<file path="config.mk">
export PLATFORM = sky130hd
export DESIGN_NAME = cnorm_shift_ctrl
export DESIGN_NICKNAME = d
export VERILOG_FILES = /design/src/rtl/cnorm_shift_ctrl_pkg.sv /design/src/rtl/cnorm_shift_ctrl_shift_policy.sv /design/src/rtl/cnorm_shift_ctrl.sv
export SDC_FILE = /design/constraint.sdc
export NUM_CORES = 1
export LEC_CHECK = 0
export ABC_CLOCK_PERIOD_IN_PS = 2100
export CORE_MARGIN = 3
export CORE_UTILIZATION = 55
export CTS_CLUSTER_SIZE = 24
export DETAILED_ROUTE_END_ITERATION = 7
export GPL_ROUTABILITY_DRIVEN = 0
export PLACE_DENSITY = 0.89
export SLEW_MARGIN = 25
export SYNTH_ARGS = -nofsm -noshare
export SYNTH_HDL_FRONTEND = slang
export SYNTH_SLANG_ARGS = --single-unit
</file>
<file path="constraint.sdc">
create_clock -name CLK -period 2.1 [get_ports CLK]
set_input_delay 0.315 -clock CLK [delete_from_list [all_inputs] [get_ports CLK]]
set_output_delay 0.315 -clock CLK [all_outputs]
set_load 0.02 [all_outputs]
</file>
<file path="src/rtl/cnorm_shift_ctrl_pkg.sv">
// Shared FFT256 definitions: frame size, sequencer states, shift-code type.
package cnorm_shift_ctrl_pkg;

    localparam int FFT_FRAME = 256;
    localparam int FFT_CNT_W = $clog2(FFT_FRAME);

    typedef logic [1:0] shift_t;

    typedef enum logic [1:0] {
        ST_IDLE = 2'd0,
        ST_RUN  = 2'd1,
        ST_TAIL = 2'd2
    } state_t;

    // Increment a shift code, saturating at the supplied ceiling.
    function automatic shift_t shift_inc_sat(input shift_t s, input shift_t max_s);
        return (s >= max_s) ? max_s : shift_t'(s + 2'd1);
    endfunction

endpackage

</file>
<file path="src/rtl/cnorm_shift_ctrl_shift_policy.sv">
// Block-exponent policy: backs the shift off after an overflowing frame and
// grows it after HOLD consecutive clean frames. Updates only on decide.
module cnorm_shift_ctrl_shift_policy
    import cnorm_shift_ctrl_pkg::*;
#(
    parameter int HOLD       = 4,
    parameter int INIT_SHIFT = 2,
    parameter int MAX_SHIFT  = 3
) (
    input  logic   CLK,
    input  logic   RST,
    input  logic   decide,
    input  logic   frame_ovf,
    output shift_t shift_nxt,
    output logic   sat
);

    localparam shift_t     INIT_S   = shift_t'(INIT_SHIFT);
    localparam shift_t     MAX_S    = shift_t'(MAX_SHIFT);
    localparam logic [3:0] HOLD_END = 4'(HOLD - 1);

    logic [3:0] clean_cnt;

    // One decision per closed frame; sat is sticky until reset.
    always_ff @(posedge CLK) begin
        if (RST) begin
            shift_nxt <= INIT_S;
            clean_cnt <= '0;
            sat       <= 1'b0;
        end else if (decide) begin
            if (frame_ovf) begin
                clean_cnt <= '0;
                if (shift_nxt != 2'd0)
                    shift_nxt <= shift_nxt - 2'd1;
                else
                    sat <= 1'b1;
            end else if (clean_cnt == HOLD_END) begin
                clean_cnt <= '0;
                shift_nxt <= shift_inc_sat(shift_nxt, MAX_S);
            end else begin
                clean_cnt <= clean_cnt + 4'd1;
            end
        end
    end

endmodule

</file>
<file path="src/rtl/cnorm_shift_ctrl.sv">
// CNORM scaling controller: sequences FFT256 frames, accumulates the
// normalizer overflow flag per frame and drives a frame-constant SHIFT code.
module cnorm_shift_ctrl
    import cnorm_shift_ctrl_pkg::*;
#(
    parameter int FRAME      = FFT_FRAME,
    parameter int HOLD       = 4,
    parameter int INIT_SHIFT = 2,
    parameter int MAX_SHIFT  = 3
) (
    input  logic   CLK,
    input  logic   RST,
    input  logic   ED,
    input  logic   START,
    input  logic   OVF,
    output shift_t SHIFT,
    output shift_t EXP,
    output logic   EXP_VLD,
    output logic   FRM_OVF,
    output logic   ABORT,
    output logic   SAT
);

    localparam int            CW   = $clog2(FRAME);
    localparam logic [CW-1:0] LAST = CW'(FRAME - 1);
    localparam logic [CW-1:0] ONE  = CW'(1);

    state_t        state;
    logic [CW-1:0] cnt;
    logic          ovf_acc;
    shift_t        shift_cur;
    shift_t        shift_nxt;
    logic          decide;
    logic          frame_ovf;

    // The TAIL cycle carries the OVF of the last sample, so the frame verdict
    // folds it in combinationally.
    assign decide    = ED && (state == ST_TAIL);
    assign frame_ovf = ovf_acc | OVF;
    assign SHIFT     = shift_cur;

    cnorm_shift_ctrl_shift_policy #(
        .HOLD       (HOLD),
        .INIT_SHIFT (INIT_SHIFT),
        .MAX_SHIFT  (MAX_SHIFT)
    ) u_policy (
        .CLK       (CLK),
        .RST       (RST),
        .decide    (decide),
        .frame_ovf (frame_ovf),
        .shift_nxt (shift_nxt),
        .sat       (SAT)
    );

    // Frame sequencer: counter, overflow accumulation and per-frame reporting.
    // shift_cur only loads on an accepted START so it never moves mid-frame;
    // a START in TAIL picks up shift_nxt before this frame's decision lands.
    always_ff @(posedge CLK) begin
        if (RST) begin
            state     <= ST_IDLE;
            shift_cur <= shift_t'(INIT_SHIFT);
            cnt       <= '0;
            ovf_acc   <= 1'b0;
            EXP       <= '0;
            EXP_VLD   <= 1'b0;
            FRM_OVF   <= 1'b0;
            ABORT     <= 1'b0;
        end else begin
            EXP_VLD <= 1'b0;
            FRM_OVF <= 1'b0;
            ABORT   <= 1'b0;
            if (ED) begin
                case (state)
                    ST_IDLE: begin
                        if (START) begin
                            state     <= ST_RUN;
                            shift_cur <= shift_nxt;
                            cnt       <= ONE;
                            ovf_acc   <= 1'b0;
                        end
                    end
                    ST_RUN: begin
                        if (START) begin
                            ABORT     <= 1'b1;
                            shift_cur <= shift_nxt;
                            cnt       <= ONE;
                            ovf_acc   <= 1'b0;
                        end else begin
                            ovf_acc <= ovf_acc | OVF;
                            cnt     <= cnt + ONE;
                            if (cnt == LAST)
                                state <= ST_TAIL;
                        end
                    end
                    ST_TAIL: begin
                        EXP_VLD <= 1'b1;
                        EXP     <= shift_cur;
                        FRM_OVF <= frame_ovf;
                        ovf_acc <= 1'b0;
                        if (START) begin
                            state     <= ST_RUN;
                            shift_cur <= shift_nxt;
                            cnt       <= ONE;
                        end else begin
                            state <= ST_IDLE;
                            cnt   <= '0;
                        end
                    end
                    default: state <= ST_IDLE;
                endcase
            end
        end
    end

endmodule

</file>
Yosys cells after proc, flatten, opt, wreduce, memory -nomap -nowiden
Index checks and enable logic that the tools add are counted.
{ "totals": {"out_inout_bits": 8, "word_cells": 64, "input_bits": 5, "register_bits": 25} }
{ "classes": {"mux": 20, "add_sub_neg": 4, "eq_ne": 8, "n_reduce_logical": 15, "magnitude_cmp": 1, "bitwise": 5} }
{ "op_table": {"columns": ["cell", "count"], "rows": [
  ["8-bit one-hot mux with 3 select lines", 1],
  ["8-bit two-way mux", 2],
  ["2-bit two-way mux", 7],
  ["3-bit AND reduction", 4],
  ["3-bit OR reduction", 3],
  ["8-bit by 1-bit adder with 8-bit output (second input constant)", 1],
  ["8-bit == test (second input constant)", 1],
  ["4-bit two-way mux", 2],
  ["1-bit two-way mux", 6],
  ["2-bit != test (second input constant)", 3],
  ["2-bit one-hot mux with 3 select lines", 1],
  ["4-bit by 1-bit adder with 4-bit output (second input constant)", 1],
  ["4-bit by 2-bit == test with 1-bit output (second input constant)", 1],
  ["1-bit inverter", 4],
  ["4-bit AND reduction", 1],
  ["2-bit nonzero test", 2],
  ["1-bit one-hot mux with 3 select lines", 1],
  ["3-bit nonzero test", 1],
  ["2-bit by 1-bit adder with 2-bit output (second input constant)", 1],
  ["2-bit by 1-bit == test with 1-bit output (second input constant)", 1],
  ["2-bit == test (second input constant)", 1],
  ["2-bit greater-or-equal comparator (second input constant)", 1],
  ["2-bit zero test", 1],
  ["2-bit by 1-bit != test with 1-bit output (second input constant)", 1],
  ["5 further kinds", 5]
]} }

Longest topological paths before layout
Gate-level depths: netlist of the first run.
{ "depth": {"word_depth": 4, "depth_mapped": 6} }

By module
Synthesis of the first run repeated with hierarchy kept, for this count alone.
{ "hier_totals": {"cells_unflattened": 152, "hier_area_um2": 1315.0} }
{ "modules_own_cells": {"columns": ["module", "seq_area_each_um2", "area_each_um2", "cells_each", "n_inst"], "rows": [
  ["cnorm_shift_ctrl", 360.3, 938.4, 108, 1],
  ["cnorm_shift_ctrl_shift_policy", 140.1, 376.6, 44, 1]
]} }

Worst setup path before layout of the first run
No wires, ideal clock.
{ "synth_path": {"kind": "register to register", "from": "reg state[0]", "to": "reg u_policy.shift_nxt[0]", "period_less_slack_ns": 1.516, "t_required_ns": 2.034, "t_arrival_ns": 1.450, "path_stages_with_launch": 7, "slack_ns": 0.584, "path_cell_list": "dfxtp_1 inv_1 ha_1 and4bb_4 and2_4 a221o_1 a21oi_2"} }
{ "synth_via": {"elab_chain_len": 3} }
{ "synth_lines": {"columns": ["item", "line", "rtl"], "rows": [
  ["from (decl)", "cnorm_shift_ctrl.sv:28", "state_t state;"],
  ["from (signal assigned)", "cnorm_shift_ctrl.sv:60", "state <= ST_IDLE;"],
  ["from (signal assigned)", "cnorm_shift_ctrl.sv:76", "state <= ST_RUN;"],
  ["from (signal assigned)", "cnorm_shift_ctrl.sv:92", "state <= ST_TAIL;"],
  ["2-bit == test", "cnorm_shift_ctrl.sv:38", "assign decide = ED && (state == ST_TAIL);"],
  ["1-bit logical AND", "cnorm_shift_ctrl.sv:38", null],
  ["3-bit AND reduction (no line)", null, null],
  ["to (signal assigned)", "cnorm_shift_ctrl_shift_policy.sv:34", "shift_nxt <= shift_nxt - 2'd1;"],
  ["to (signal assigned)", "cnorm_shift_ctrl_shift_policy.sv:39", "shift_nxt <= shift_inc_sat(shift_nxt, MAX_S);"],
  ["to (decl)", "cnorm_shift_ctrl_shift_policy.sv:14", "output shift_t shift_nxt,"]
]} }
No other way between the ends.
A chain may end at the register's enable or synchronous reset.

Worst setup path in the final report of the first run
{ "layout_path": {"from": "reg shift_cur[1], in the netlist SHIFT[1]", "to": "out SHIFT[1]"} }
{ "layout_lines": {"columns": ["item", "line", "rtl"], "rows": [
  ["from (decl)", "cnorm_shift_ctrl.sv:31", "shift_t shift_cur;"],
  ["from (signal assigned)", "cnorm_shift_ctrl.sv:61", "shift_cur <= shift_t'(INIT_SHIFT);"],
  ["from (signal assigned)", "cnorm_shift_ctrl.sv:77", "shift_cur <= shift_nxt;"],
  ["from (signal assigned)", "cnorm_shift_ctrl.sv:85", "shift_cur <= shift_nxt;"],
  ["to (decl)", "cnorm_shift_ctrl.sv:16", "output shift_t SHIFT,"]
]} }
No word-level cell between the ends.

==> metrics.txt, run 1 <==
setup violators final 0; top_reg_cell synth dfxtp_1; first-pass GRT wire length 4240 um; std cell rows 16; DRT Pass-1 Iters 4; IO Count 13; min Tclk post-route 1.66 ns; Layout area overhead 13.0%; # hold bufs at CTS 0; Fillers 162; Root Driver clkbuf_4; Total GRT Usage 0.202; clk_skew 0.0201 ns; setup TNS 0 ns; Slew Viols, Final 0; Residual DRC 0; reg2reg end u_policy.shift_nxt[0]$_SDFFE_PP0P_; maximum vdd drop 0.000439 V; largest net degree at the start of global routing 16; CTS tree done; die width 53.9 um; final hold vios 0; Slew Limit Headroom 0.664; CP Class reg2out; outcome completed; Diodes inserted 0; Crit path arrival time 1.35 ns; clk_lat worst skew 0.34 ns; R2R setup slack 0.44 ns; Die Area 2910 sq um; post-cts sizing count 0; Syn Area/Cell 8.96 sq um; placed inst area 1400 sq um; PD cells 556 nW/um^2; net count of the mapped netlist 155; Worst Path Max Fanout 3; WL/cell 14.0 um; M1 WL 1190 um; Final period util 0.793; area occupied by registers 500 sq um; Worst path slowest cell clkdlybuf4s50_1; CP Launch Type flop; mapped cell area 1260 sq um; Nets 169; routed wl met3 117 um; Congestion Overflow GR 0; Setup crit end kind output port; CP top delay family buffers and inverters; Bufs on Longest Clock Path 2; area of the multi-input gates 709 sq um; WP buf/inv 1; post-synthesis sequential area ratio 0.396; Via density 5.81; fraction of registers with async set/reset 0; Initial Util 0.613; RR Startpoint state[0]$_SDFFE_PP0P_; crit path cell chain clkdlybuf4s50_1; highest routed layer met4; port bufs 12; synthesis warning total 0; DP Cell Count 177; buffer count from post-CTS setup fixing 0; HP Start EXP[0]$_SDFFE_PP0P_; DRT antenna net count 0; H-tree lvl count 1; Worst R2R Path Depth 6; drt initial violations 26; antenna violations before repair 0; cell count after synthesis 141; post-layout power 0.793 mW; number of flops mapped to enable cells by yosys 0; share of layout cells above drive strength 1 0.0909; die height 53.9 um; # Max-Cap Violations 0; hpwl dp 1860 um; final worst slack 0.436 ns; total core area 2060 sq um; Hold Crit Depth 2; commonest non-fill, non-tap cell in the layout dfxtp_1; post-place setup slack 0.172 ns; RSZ-0062 raised after global routing no; Num Clock Sinks 25; delay of the slowest cell on the worst path 0.62 ns; Final Cell Area 1430 sq um; Lkg Pwr 0.519 nW; final WL 2530 um; number of global-route vias before repair 994; Least-Margin Pin Slew 0.502 ns; Critical Path RT 1.78 ns; Yosys reg bits 25; DR vias 1051; Yosys cell types 41; fmax 601 MHz; clk slew on worst S/H paths 0.15 ns; most frequent cells in the layout dfxtp_1 (25), nor2_1 (19), clkdlybuf4s50_1 (12); hold endpoint EXP[0]$_SDFFE_PP0P_; HP Class reg2reg; total CTS buffers 3; DR WL met2 1180 um; final cell count without fillers 181
-- synthesized netlist by cell type (all sizes together) (4+ instances only) --
| cell | count | area [sq um] |
|---|---|---|
| a21oi | 11 | 58.8 |
| dfxtp | 25 | 500 |
| ha | 9 | 113 |
| inv | 7 | 26.3 |
| nand2 | 10 | 37.5 |
| nand2b | 4 | 25.0 |
| nand3 | 6 | 30.0 |
| nor2 | 19 | 71.3 |
| nor2b | 4 | 27.5 |
| nor4 | 4 | 43.8 |
| o21ai | 6 | 30.0 |
| xnor2 | 5 | 43.8 |
-- metal layers --
metal / vias up / track usage
li1: 526 / -
met1: 499 / 0.252
met2: 21 / 0.333
met3: 5 / 0.0416
met4: 0 / 0.0894
met5: - / 0
-- power breakdown --
part           internal, mW  leakage, nW  total, mW  switching [mW]
Combinational        0.0310        0.303     0.0789          0.0479
Clock                0.0731       0.0139      0.228           0.155
Sequential            0.481        0.202      0.486         0.00567
-- area by class of cell --
class	instances	area share
Timing Repair Buffer	13	0.0894
Tap cell	27	0.0237
Clock inverter	1	0.00526
Inverter	7	0.0184
Multi-Input combinational cell	105	0.497
Clock buffer	3	0.0158
Sequential cell	25	0.351
-- registers in the layout (all words and copies together), names as in the netlist --
| register | count |
|---|---|
| u_policy.clean_cnt | 4 |
| ABORT | 1 |
| cnt | 8 |
| SHIFT | 2 |
| u_policy.shift_nxt | 2 |
| EXP_VLD | 1 |
| FRM_OVF | 1 |
| ovf_acc | 1 |
| state | 2 |
| EXP | 2 |
| u_policy.sat | 1 |
-- how the worst max path moves through the flow --
stage	start	to	slack, ns	cells past startpoint
global placement	ED	u_policy.shift_nxt[1]$_SDFFE_PP1P_	0.22	5
CTS	state[0]$_SDFFE_PP0P_	u_policy.shift_nxt[0]$_SDFFE_PP0P_	0.43	6
finish	SHIFT[1]$_SDFFE_PP1P_	SHIFT[1]	0.44	1
global route	state[1]$_SDFFE_PP0P_	cnt[6]$_SDFFE_PP0P_	0.31	6
detailed placement	ED	cnt[0]$_SDFFE_PP0P_	0.17	5
floorplan	state[0]$_SDFFE_PP0P_	u_policy.shift_nxt[0]$_SDFFE_PP0P_	0.58	6
-- stage by stage --
step / hold slack (ns) / util
after floorplan: 0.436 / -
after global placement: 0.443 / 0.678
after detailed placement: 0.454 / 0.678
after CTS: 0.473 / 0.692
after global routing: 0.493 / 0.692
final: 0.467 / 0.692
-- cell families (layout without fill, tap and decap cells) --
| kind of cell | count (synthesis) | after routing | share of synthesized area |
|---|---|---|---|
| compound gates | 30 | 30 | 0.161 |
| xor+xnor | 6 | 6 | 0.0416 |
| fa+ha+maj | 9 | 9 | 0.0891 |
| buf+inv | 11 | 24 | 0.0426 |
| flops | 25 | 25 | 0.396 |
| simple gates | 60 | 60 | 0.269 |
(Power assumes the default switching activity.)
==> run 2, diff against run 1 <==
--- a/config.mk
+++ b/config.mk
@@ -5,13 +5,13 @@
 export SDC_FILE = /design/constraint.sdc
 export NUM_CORES = 1
 export LEC_CHECK = 0
-export ABC_CLOCK_PERIOD_IN_PS = 2100
+export ABC_CLOCK_PERIOD_IN_PS = 1500
 export CORE_MARGIN = 3
-export CORE_UTILIZATION = 55
+export CORE_UTILIZATION = 49
 export CTS_CLUSTER_SIZE = 24
 export DETAILED_ROUTE_END_ITERATION = 7
 export GPL_ROUTABILITY_DRIVEN = 0
-export PLACE_DENSITY = 0.89
+export PLACE_DENSITY = 0.84
 export SLEW_MARGIN = 25
 export SYNTH_ARGS = -nofsm -noshare
 export SYNTH_HDL_FRONTEND = slang
==> constraint.sdc (replaced) <==
create_clock -name CLK -period 1.5 [get_ports CLK]
set_input_delay 0.225 -clock CLK [delete_from_list [all_inputs] [get_ports CLK]]
set_output_delay 0.225 -clock CLK [all_outputs]
set_load 0.02 [all_outputs]
==> run 2 against run 1 <==
Compared with the run above:
- clock power grew 33%
- sequential share of layout area shrank 4.2 points
- critical endpoint is now state[0]$_SDFFE_PP0P_
- core utilization increased by 2.8 points
- cell count up 8.8%
- setup slack got worse by 0.39 ns
==> metrics.txt, run 2 (same netlist as run 1, synthesis figures left out) <==
Slew Limit Headroom 0.757; CP Launch Type flop; Critical Path RT 1.70 ns; min Tclk post-route 1.46 ns; largest net degree at the start of global routing 15; post-place setup slack -0.265 ns; share of layout cells above drive strength 1 0.302; die width 56.8 um; Setup crit end kind flop; WL/cell 15.3 um; largest registers cnt: 8 flops, u_policy.clean_cnt: 4 flops; H-tree lvl count 1; Initial Util 0.545; final cell count without fillers 197; DR vias 1153; DRT antenna net count 0; antenna violations before repair 0; final worst slack 0.0432 ns; clk_lat worst skew 0.33 ns; Final period util 0.971; fmax 686 MHz; routed wl met3 109 um; Worst R2R Path Depth 4; Die Area 3220 sq um; # hold bufs at CTS 0; Residual DRC 0; final hold vios 0; R2R setup slack 0.04 ns; HP Class reg2reg; Slew Viols, Final 0; Largest register FFs 8; buffer count from post-CTS setup fixing 0; Via density 5.85; # Max-Cap Violations 0; port bufs 12; outcome completed; final WL 3020 um; Diodes inserted 0; highest routed layer met4; Crit path arrival time 1.66 ns; Lkg Pwr 0.679 nW; Worst Path Max Fanout 5; number of global-route vias before repair 1104; Top reg by flops cnt; CP Class reg2reg; M1 WL 1360 um; PD cells 684 nW/um^2; total CTS buffers 3; IO Count 13; Total GRT Usage 0.188; Bufs on Longest Clock Path 2; Layout area overhead 32.1%; Nets 184; maximum vdd drop 0.000470 V; drt initial violations 38; first-pass GRT wire length 4890 um; Hold Crit Depth 2; std cell rows 17; commonest non-fill, non-tap cell in the layout dfxtp_1; RR Startpoint cnt[3]$_SDFFE_PP0P_; die height 56.8 um; HP Start EXP[1]$_SDFFE_PP0P_; setup violators final 0; post-layout power 1.14 mW; hold endpoint EXP[1]$_SDFFE_PP0P_; CTS tree done; clk slew on worst S/H paths 0.14 ns; DP Cell Count 193; RSZ-0062 raised after global routing yes; Congestion Overflow GR 0; most frequent cells in the layout dfxtp_1 (19), nor2_1 (18), buf_4 (15); total core area 2320 sq um; DRT Pass-1 Iters 4; Num Clock Sinks 25; hpwl dp 2110 um; reg2reg end state[0]$_SDFFE_PP0P_; DR WL met2 1480 um; clk_skew 0.0168 ns; Least-Margin Pin Slew 0.363 ns; Root Driver clkbuf_4
run 2: cell types whose count changed in the layout (fill, tap and decap cells not counted), sizes merged:
| cell | delta |
|---|---|
| buf | +15 |
| clkdlybuf4s50 | -7 |
| dlygate4sd2 | +5 |
| dlymetal6s2s | +2 |
| clkinv | +1 |
| clkinvlp | -1 |
run 2: final cells by class:
cell class	instances	area (sq um)
clock buffer	3	22.5
multi-input combinational	105	820
inverter	7	28.8
timing repair buffer	28	243
clock inverter	1	5.00
sequential	25	515
fill	167	649
tap	28	35.0
run 2: worst max-delay path, stage by stage (launching register included):
cell and delay [ns]:
dfxtp_1 0.44, nand4_1 0.27, o41ai_4 0.39, nor2b_1 0.17
o31ai_1 0.07
run 2: worst max path at each step:
stage	start	end	slack (ns)	depth (start not counted)
after floorplan	state[0]$_SDFFE_PP0P_	u_policy.shift_nxt[1]$_SDFFE_PP1P_	0.03	6
after global placement	ED	cnt[0]$_SDFFE_PP0P_	-0.19	5
after detailed placement	ED	cnt[0]$_SDFFE_PP0P_	-0.27	5
after CTS	u_policy.clean_cnt[1]$_SDFFE_PP0P_	u_policy.shift_nxt[1]$_SDFFE_PP1P_	0.0008	6
after global routing	cnt[3]$_SDFFE_PP0P_	state[0]$_SDFFE_PP0P_	-0.04	4
final	cnt[3]$_SDFFE_PP0P_	state[0]$_SDFFE_PP0P_	0.04	4
run 2: per-stage QoR:
step           cell area [sq um]  utilization  setup TNS (ns)  hold WS (ns)
2_1_floorplan               1270            -               0         0.366
3_3_place_gp                1510        0.653           -1.99         0.445
3_5_place_dp                1510        0.653           -2.94         0.459
4_1_cts                     1550        0.670               0         0.475
5_1_grt                     1670        0.720         -0.0602         0.518
6_report                    1670        0.720               0         0.478
run 2: repair_timing:
action | CTS | global route
pin swaps | 0 | 5
endpoints found under the setup margin | 13 | 15
gates resized for setup | 11 | 29
run 2: power by group:
group	switching [mW]	total [mW]	internal, mW
clock	0.203	0.303	0.100
sequential	0.0119	0.683	0.671
combinational	0.0855	0.156	0.0705
run 2: routing by layer:
metal / track usage / up-vias
li1: - / 560
met1: 0.236 / 563
met2: 0.310 / 21
met3: 0.0299 / 9
met4: 0.0894 / 0
met5: 0 / -
==> run 3, diff against run 2 <==
--- a/config.mk
+++ b/config.mk
@@ -5,13 +5,13 @@
 export SDC_FILE = /design/constraint.sdc
 export NUM_CORES = 1
 export LEC_CHECK = 0
-export ABC_CLOCK_PERIOD_IN_PS = 1500
+export ABC_CLOCK_PERIOD_IN_PS = 1400
 export CORE_MARGIN = 3
-export CORE_UTILIZATION = 49
+export CORE_UTILIZATION = 55
 export CTS_CLUSTER_SIZE = 24
 export DETAILED_ROUTE_END_ITERATION = 7
 export GPL_ROUTABILITY_DRIVEN = 0
-export PLACE_DENSITY = 0.84
+export PLACE_DENSITY = 0.89
 export SLEW_MARGIN = 25
 export SYNTH_ARGS = -nofsm -noshare
 export SYNTH_HDL_FRONTEND = slang
==> constraint.sdc (replaced) <==
create_clock -name CLK -period 1.4 [get_ports CLK]
set_input_delay 0.21 -clock CLK [delete_from_list [all_inputs] [get_ports CLK]]
set_output_delay 0.21 -clock CLK [all_outputs]
set_load 0.02 [all_outputs]
==> run 3 against run 2 <==
Compared with the run above:
- the flow now finishes with violations (setup timing)
- sequential power grew 6.9%
- non-clock buffer count up 17
- sequential cell count stayed put
- register-to-register slack worse by 0.13 ns
- via count grew 17%
- worst hold slack improved by 0.0054 ns
- largest power group unchanged
==> metrics.txt, run 3 (same netlist as run 1, synthesis figures left out) <==
outcome finished with violations; failing checks setup timing; Worst Path Max Fanout 6; Congestion Overflow GR 0; WL/cell 20.9 um; RSZ-0062 raised after global routing yes; setup violators final 12; Least-Margin Pin Slew 0.320 ns; CTS tree done; std cell rows 16; most frequent cells in the layout buf_4 (30), dfxtp_1 (20), nor2_1 (16); clk_lat worst skew 0.35 ns; Fillers 93; commonest non-fill, non-tap cell in the layout buf_4; delay of the slowest cell on the worst path 0.42 ns; Worst R2R Path Depth 7; clk_skew 0.00592 ns; # Max-Cap Violations 0; CP Launch Type flop; total core area 2060 sq um; Initial Util 0.613; drt initial violations 71; Via density 6.33; first-pass GRT wire length 5780 um; fmax 672 MHz; number of global-route vias before repair 1291; # hold bufs at CTS 0; largest registers cnt: 8 flops, u_policy.clean_cnt: 4 flops; H-tree lvl count 1; Diodes inserted 0; CP top delay family simple AND/OR/NAND/NOR gates; Layout area overhead 44.7%; crit path cell chain inv_4 -> ha_4 -> nor2b_4 -> buf_4 -> nor4_4 -> xnor2_1 -> nor2_1; HP Class reg2reg; Util after Layout 0.887; DRT antenna net count 0; share of layout cells above drive strength 1 0.376; WP depth 7; Final period util 1.06; hpwl dp 2340 um; antenna violations before repair 0; IO Count 13; area occupied by registers 512 sq um; Crit path arrival time 1.74 ns; CP Class reg2reg; total CTS buffers 3; die height 53.9 um; final WL 4450 um; Num Clock Sinks 25; Top reg by flops cnt; clk slew on worst S/H paths 0.16 ns; area of the multi-input gates 842 sq um; Lkg Pwr 0.753 nW; PD cells 729 nW/um^2; Setup crit end kind flop; maximum vdd drop 0.000689 V; Slew Limit Headroom 0.786; min Tclk post-route 1.49 ns; Critical Path RT 1.66 ns; Total GRT Usage 0.282; DRT Pass-1 Iters 4; Slew Viols, Final 0; final hold vios 0; Root Driver clkbuf_4; final worst slack -0.0890 ns; Worst path slowest cell dfxtp_4; WP buf/inv 2; die width 53.9 um; port bufs 12; DR vias 1348; Bufs on Longest Clock Path 2; Largest register FFs 8; Residual DRC 0; post-layout power 1.33 mW; Nets 201; Die Area 2910 sq um; largest net degree at the start of global routing 17; Hold Crit Depth 2
==> run 3: changes by cell type in the layout (fill, tap and decap cells not counted), sizes merged <==
cell and change:
buf +17, dlygate4sd2 +3, dlymetal6s2s -2, clkdlybuf4s50 -1
clkinv -1, inv +1
==> run 3: final cells by class <==
cell class / count / share of cell area
multi-input combinational: 105 / 0.461
clock inverter: 1 / 0.00479
timing repair buffer: 45 / 0.207
clock buffer: 3 / 0.0123
tap: 27 / 0.0185
inverter: 7 / 0.0171
sequential: 25 / 0.280
==> run 3: what timing repair did <==
| action | 4_1_cts | 5_1_grt |
|---|---|---|
| resized for setup | 26 | 16 |
| endpoints found under the setup margin | 19 | 12 |
| pin swaps | 6 | 4 |
| buffers inserted | 2 | 8 |
| hold endpoints to repair | 0 | 0 |
==> run 3: tightest hold or removal path, delay by kind of cell (launching register included) <==
family | cells | cell delay [ns]
compound gates | 1 | 0.06
flops | 1 | 0.34
simple gates | 1 | 0.06
==> run 3: metrics by stage <==
step / hold slack, ns / cell area, sq um / instances / setup TNS [ns] / setup WS [ns]
final: 0.483 / 1830 / 213 / -0.444 / -0.0890
after global routing: 0.506 / 1830 / 213 / -0.987 / -0.143
after CTS: 0.468 / 1710 / 205 / -0.0626 / -0.0331
after detailed placement: 0.452 / 1600 / 199 / -4.13 / -0.332
after global placement: 0.441 / 1600 / 199 / -2.80 / -0.222
after floorplan: 0.351 / 1290 / 141 / -0.0137 / -0.0137
==> run 3: report_power, final <==
group	leakage [nW]	switching, mW	internal (mW)
clock network	0.0183	0.257	0.117
registers	0.205	0.0106	0.719
logic	0.530	0.124	0.106
==> run 3: worst paths after layout <==
path / from / to / slack, ns
worst max-delay path: state[1]$_SDFFE_PP0P_ / cnt[7]$_SDFFE_PP0P_ / -0.09
worst min-delay path: EXP[0]$_SDFFE_PP0P_ / EXP[0]$_SDFFE_PP0P_ / 0.48
worst max register to register: state[1]$_SDFFE_PP0P_ / cnt[7]$_SDFFE_PP0P_ / -0.09
worst min register to register: EXP[0]$_SDFFE_PP0P_ / EXP[0]$_SDFFE_PP0P_ / 0.48
==> run 3: metal layers <==
layer / global-route usage / share of wire
met1: 0.305 / 0.38
met4: 0.111 / 0.051
met3: 0.0277 / 0.052
met2: 0.546 / 0.51
met5: 0 / 0
